## config.mk

```make
export PLATFORM = sky130hd
export DESIGN_NAME = ad9866_emu
export DESIGN_NICKNAME = d
export VERILOG_FILES = /design/src/rtl/ad9866_emu.sv
export SDC_FILE = /design/constraint.sdc
export NUM_CORES = 1
export LEC_CHECK = 0
export ABC_AREA = 1
export CAP_MARGIN = 20
export CORE_AREA = 2 2 71 73
export DETAILED_ROUTE_END_ITERATION = 7
export DIE_AREA = 0 0 73 75
export GPL_TIMING_DRIVEN = 0
export PLACE_DENSITY = 0.77
export REMOVE_ABC_BUFFERS = 1
export SLEW_MARGIN = 30
export SYNTH_ARGS = -nofsm -noshare
export SYNTH_HDL_FRONTEND = slang
export SYNTH_SLANG_ARGS = --single-unit
```

## constraint.sdc

```tcl
create_clock -name clock -period 1.3 [get_ports clock]
set_input_delay 0.26 -clock clock [delete_from_list [all_inputs] [get_ports clock]]
set_output_delay 0.26 -clock clock [all_outputs]
set_load 0.005 [all_outputs]
```

## src/rtl/ad9866_emu.sv

```systemverilog
// ad9866_emu: cycle-level emulation of the AD9866 nibble-serial RX/TX interface.
module ad9866_emu #(
  parameter bit LOOPBACK = 1'b0,
  parameter bit RAMP = 1'b0
) (
  input  logic        clock,
  input  logic        reset,
  input  logic [11:0] rx_sample,
  input  logic        rx_sample_valid,
  output logic        rx_sample_ready,
  output logic [11:0] tx_sample,
  output logic        tx_sample_valid,
  output logic [5:0]  pga_gain,
  output logic        rx_underrun,
  output logic        tx_frame_err,
  output logic [5:0]  hw_rx_data,
  output logic        hw_rx_sync,
  output logic        hw_rx_clock,
  input  logic [5:0]  hw_tx_data,
  input  logic        hw_tx_sync,
  input  logic        hw_rx_gain,
  input  logic        hw_not_reset,
  input  logic        hw_tx_not_quiet
);
  logic        rst, lb, ext, pending;
  logic [1:0]  ph;
  logic [5:0]  ms;
  logic [11:0] held, ramp, nxt_held;
  always_comb begin
    rst = reset || !hw_not_reset;
    lb = LOOPBACK && hw_tx_not_quiet;
    ext = !RAMP && !lb;
    rx_sample_ready = (ph == 2'd3) && ext;
    // a new sample is latched at the end of ph3 so the following ph0 can emit its MS nibble
    nxt_held = (ph != 2'd3) ? held :
               lb ? tx_sample :
               RAMP ? ramp + 12'd1 :
               rx_sample_valid ? rx_sample : held;
  end
  always_ff @(posedge clock) begin
    if (rst) begin
      ph <= 2'd0;
      hw_rx_clock <= 1'b0;
      hw_rx_data <= 6'd0;
      hw_rx_sync <= 1'b0;
      held <= 12'd0;
      ramp <= 12'd0;
      ms <= 6'd0;
      pending <= 1'b0;
      tx_sample <= 12'd0;
      tx_sample_valid <= 1'b0;
      pga_gain <= 6'd0;
      rx_underrun <= 1'b0;
      tx_frame_err <= 1'b0;
    end else begin
      ph <= ph + 2'd1;
      hw_rx_clock <= ph[0];
      held <= nxt_held;
      tx_sample_valid <= 1'b0;
      if (RAMP && ph == 2'd3) ramp <= ramp + 12'd1;
      if (rx_sample_ready && !rx_sample_valid) rx_underrun <= 1'b1;
      if (ph == 2'd3) begin
        hw_rx_data <= nxt_held[11:6];
        hw_rx_sync <= 1'b1;
      end else if (ph == 2'd1) begin
        hw_rx_data <= held[5:0];
        hw_rx_sync <= 1'b0;
      end
      if (!hw_tx_not_quiet) pending <= 1'b0;
      // odd phases end mid-nibble on the FPGA side, so tx data is stable here
      if (ph[0]) begin
        if (hw_tx_not_quiet && hw_tx_sync) begin
          ms <= hw_tx_data;
          pending <= 1'b1;
        end else if (hw_tx_not_quiet && pending) begin
          tx_sample <= {ms, hw_tx_data};
          tx_sample_valid <= 1'b1;
          pending <= 1'b0;
        end else if (hw_tx_not_quiet) begin
          tx_frame_err <= 1'b1;
        end else if (hw_rx_gain) begin
          pga_gain <= hw_tx_data;
        end
      end
    end
  end
endmodule
```

# Word-level counts from Yosys, hierarchy flattened
# Cells that the tools add are included.
classes:
  add_sub_neg: 1
  eq_ne: 3
  mux: 11
  bitwise_logic: 5
  reduce_logical: 13
op_table:
  columns: ["operator", "n"]
  rows:
  - ["$mux 12", 2]
  - ["$mux 6", 2]
  - ["$mux 1", 7]
  - ["$not 1->1", 5]
  - ["$reduce_and 5->1", 1]
  - ["$reduce_and 2->1", 2]
  - ["$reduce_and 4->1", 1]
  - ["$logic_and 1x1->1", 3]
  - ["$reduce_and 3->1", 1]
  - ["$reduce_or 3->1", 1]
  - ["$add 2x1->2 const B", 1]
  - ["$eq 2x1->1 const B", 1]
  - ["$eq 2x2->1 const B", 1]
  - ["$logic_not 1->1", 2]
  - ["$ne 2x2->1 const B", 1]
  - ["$reduce_bool 2->1", 1]
  - ["$logic_or 1x1->1", 1]
totals:
  reg_bits: 50
  wordCells: 46

# Logic depth before layout (Yosys ltp)
depth:
  ltp_word: 4
  depth_mapped: 6

# Worst setup path before layout
# Ideal clock, no wire load.
synth_timing:
  kind: "register to register"
  start: "reg ph[0]"
  end: "reg held[0]"
  setup_time_ns: 0.116
  arrival_time_ns: 1.187
  t_required_ns: 1.184
  slack_ns: -0.003
  stages_incl_launch_ff: 7
  period_less_slack_ns: 1.303
  path_cell_list: "dfxtp_1 > ha_1 > buf_2 > nand2_1 > buf_2 > o21ai_0 > nor2_1"
synth_between:
  elab_chain_len: 3
synth_lines:
  columns: ["element", "line", "rtl"]
  rows:
  - ["start, declared", "26", "logic [1:0] ph;"]
  - ["start signal, assigned", "56", "ph <= ph + 2'd1;"]
  - ["$ne 2x2->1", "35", "nxt_held = (ph != 2'd3) ? held :"]
  - ["$not 1->1 (no source line)", null, null]
  - ["$reduce_and 2->1 (no source line)", null, null]
  - ["end signal, assigned", "58", "held <= nxt_held;"]
  - ["end, declared", "28", "logic [11:0] held, ramp, nxt_held;"]
# No other way between the ends.
# A chain may end at the register's enable or synchronous reset.

# Worst setup path after layout
layout_timing:
  start: "reg ph[0]"
  end: "reg hw_rx_data[4]"
layout_between:
  elab_chain_len: 3
layout_lines:
  columns: ["element", "line", "rtl"]
  rows:
  - ["$ne 2x2->1", "35", null]
  - ["$mux 12", "35", null]
  - ["$mux 6", "62", "if (ph == 2'd3) begin"]
  - ["end signal, assigned", "63", "hw_rx_data <= nxt_held[11:6];"]
  - ["end signal, assigned", "66", "hw_rx_data <= held[5:0];"]
  - ["end, declared", "16", "output logic [5:0] hw_rx_data,"]
# Parallel ways exist; a longest one is shown, timed or not.

==> results.txt <==
The flow ran to the end, and the final reports show no timing, DRC or antenna violations. The maximum fanout encountered on the critical timing path is 8. The final standard cell area without fillers came out at 2820 um^2. The final worst-path cycle share is 97.8%. The number of nets at the end of the flow is 360. The total number of yosys warnings came out at 0. The tightest min-delay check is of the in -> reg type. The number of DRC markers after the initial detailed-route iteration is 100.

The total of flip-flops plus latches after synthesis is 50. The die span in y is 75 um. The effective utilization at floorplan came out at 41.5%. The layout overhead on the synthesized area came out at 45.7%. The total global routing track utilization is 18.3%. TritonCTS created 5 clock buffers.

After routing, the total negative slack on setup checks comes to 0 ns. Routability-driven placement finished with a final weighted congestion of 0.837. The instance area at placement is 2500 um^2. The time the worst path needs with I/O delays and setup came out at 1.27 ns.

The highest cell delay on the worst timing path came out at 0.38 ns. The launching point of the worst reg2reg path is ph[0]. The cts-stage hold buffer count came out at 0. Detailed routing inserted a total of 1845 vias. The number of buffers between clock root and the deepest sink is 2. In this run the power density over the cells is 966 nW/um^2. The detailed placement HPWL came out at 3020 um. Clock latency on the worst-skew pair, taken at its later pin, is 0.29 ns. The netlist area before placement came out at 1930 um^2. The arrival time of the worst setup path came out at 1.46 ns. Across the run, the number of max-cap violations was 0.

The transition time at the pin with the least slew margin came out at 0.430 ns. The headroom to the max-slew limit is 71.3%. STA classifies the critical path endpoint as a flop. Yosys attributes the largest share of cell area to dfxtp_1, nand2_1, nor2_1. The worst setup path is of the reg -> reg kind.

Averaged over all synthesized cells, the footprint is 7.21 um^2. The detailed-route DRC error count is 0. The first global-routing pass estimated 7740 um of wire. The floorplan step defined a die boundary enclosing 5480 um^2. The number of different library cells used by synthesis comes to 15. The port buffer count came out at 54. The post-route netlist has 19.2% of its cells at a drive strength greater than 1. The required time of the critical path is 1.49 ns. Entering global routing, the biggest net connects 26 pins. The post-detailed-routing wire length is 4940 um.

The cell family contributing the most delay on the critical path is flip-flops. Counting the fill cells in the layout gives 424. The max-slew violation count is 0.

CTS placed an instance of clkbuf_8 at the clock tree root. The peak ir drop on the vdd network is 0.688 mV. The detail route stage leaves a number of antenna-violating nets equal to 0. The top cell types in the final layout, fill and taps aside, are nand2_1, nor2_1, dfxtp_1, dlygate4sd2_1, a21oi_1. The number of antenna violations at the first check in global routing came out at 0. Walking the worst path, the cells encountered are buf_6, ha_2, inv_1, nand2_4, o21ai_1, a21oi_1. The clock-pin slew on the worst setup and hold paths came out at 0.08 ns. The worst setup path is launched from a flop.

The total inserted antenna cells came out at 0. Measured on the finished design, the core utilization comes to 60.4%. The number of global-route vias before repair came out at 1717.

The overall overflow remaining after global route came out at 0. The setup-violating endpoint count in the final report is 0. The floorplan core area is 4660 um^2. Setup slack on the critical path of the routed design comes to 0.0286 ns. Of the synthesized area, sequential elements account for 51.8%. Before CTS, the worst setup slack after placement is -0.777 ns. The average wire per standard cell came out at 12.8 um. dfxtp_1 takes more of the synthesized area than any other cell. The x dimension of the die is 73 um. The most common library cell in the layout ignoring fill and taps is nand2_1.

The largest individual stage delay along the critical path comes from the cell dfxtp_4. The CTS tree is done. Clock tree synthesis found a total of 50 sinks. The largest clock skew in the final design is 0.00292 ns. For this design the top-level I/O count stands at 55. The first-pass iteration count of the detailed router is 4. The total number of H-tree levels came out at 2. The maximum clock frequency is 787 MHz.

The worst path buffer plus inverter count is 2. The leakage dissipation came out at 0.00131 uW. The most critical setup path has its startpoint at ph[0]. The initialized floorplan defines 25 standard-cell rows.

Dividing the detail-routed via count by the number of cells gives 4.77. In this run the biggest area consumer among cell types represents 51.8% of the synthesized area. The final hold violation count came to 0. In this run the most critical hold path is launched from hw_not_reset. After technology mapping, the gate count stands at 268.
## layout make-up
type / count / area, um^2 / area share, %
clock buffer: 7 / 86.3 / 3.07
clock inverter: 1 / 5.00 / 0.178
inverter: 26 / 106 / 3.78
multi-input combinational: 184 / 915 / 32.5
sequential: 50 / 1030 / 36.7
tap: 54 / 67.6 / 2.40
timing repair buffer: 62 / 584 / 20.7
timing repair inverter: 3 / 20.0 / 0.711
## cells by family after synthesis
group,Yosys count,share of synthesized area [%]
AO/OA/AOI/OAI,46,11.9
adder cells (fa/ha/maj),3,1.94
buffers and inverters,36,7.38
flip-flops,50,51.8
AND/OR/NAND/NOR,133,27.0
## layer usage
layer	up-vias	global-route usage (%)	part of all wire [%]
li1	959	-	-
met1	841	22.7	46
met2	41	32.2	48
met3	4	3.61	5.1
met4	0	5.56	1.1
met5	-	0	0
## tightest hold or removal path, stage by stage
cell and delay [ns]:
dlymetal6s2s_1 0.13, inv_2 0.12, nor2_4 0.08, nand2_1 0.07, nor2_1 0.03
## timing repair
action,in CTS,in global routing
cloned,3,2
buffers inserted,5,3
pin swaps,2,3
endpoints found under the hold margin,0,0
gates resized for setup,73,27
endpoints found under the setup margin,80,49
## sequential cells by signal, indices dropped and copies added, names as in the netlist
name and cells:
tx_sample_valid 1, hw_rx_data 6, ms 6, tx_frame_err 1, tx_sample 12, pga_gain 6, ph 2, hw_rx_clock 1
pending 1, rx_underrun 1, held 12, hw_rx_sync 1
## cell usage after synthesis, drive strengths merged
| cell type | count |
|---|---|
| buf | 6 |
| clkbuf | 4 |
| nand3b | 1 |
| nand2 | 72 |
| nand3 | 2 |
| ha | 3 |
| dfxtp | 50 |
| a21oi | 28 |
| nor2 | 56 |
| clkinv | 1 |
| inv | 25 |
| nand4 | 2 |
| o21ai | 18 |
## final timing paths
path                                      end  slack, ns  depth (start not counted)
worst max register to register  hw_rx_data[4]       0.03                          6
worst min-delay path             tx_sample[3]       0.43                          5
worst max-delay path            hw_rx_data[4]       0.03                          6
worst min register to register    rx_underrun       0.47                          2
## power breakdown
group          internal (uW)  total, uW  switching, uW
registers               1540       1560           12.3
clock network            430        900            470
logic                    127        264            137
total                   2100       2720            620
## per-stage QoR
stage / hold slack (ns) / instances / total power [uW]
after global routing: 0.454 / 387 / 2810
after floorplan: 0.395 / 258 / 1660
after detailed placement: 0.446 / 366 / 1800
after CTS: 0.459 / 382 / 2710
final: 0.429 / 387 / 2720
after global placement: 0.446 / 366 / 1790
No activity file was read; power rests on OpenSTA's default activity.
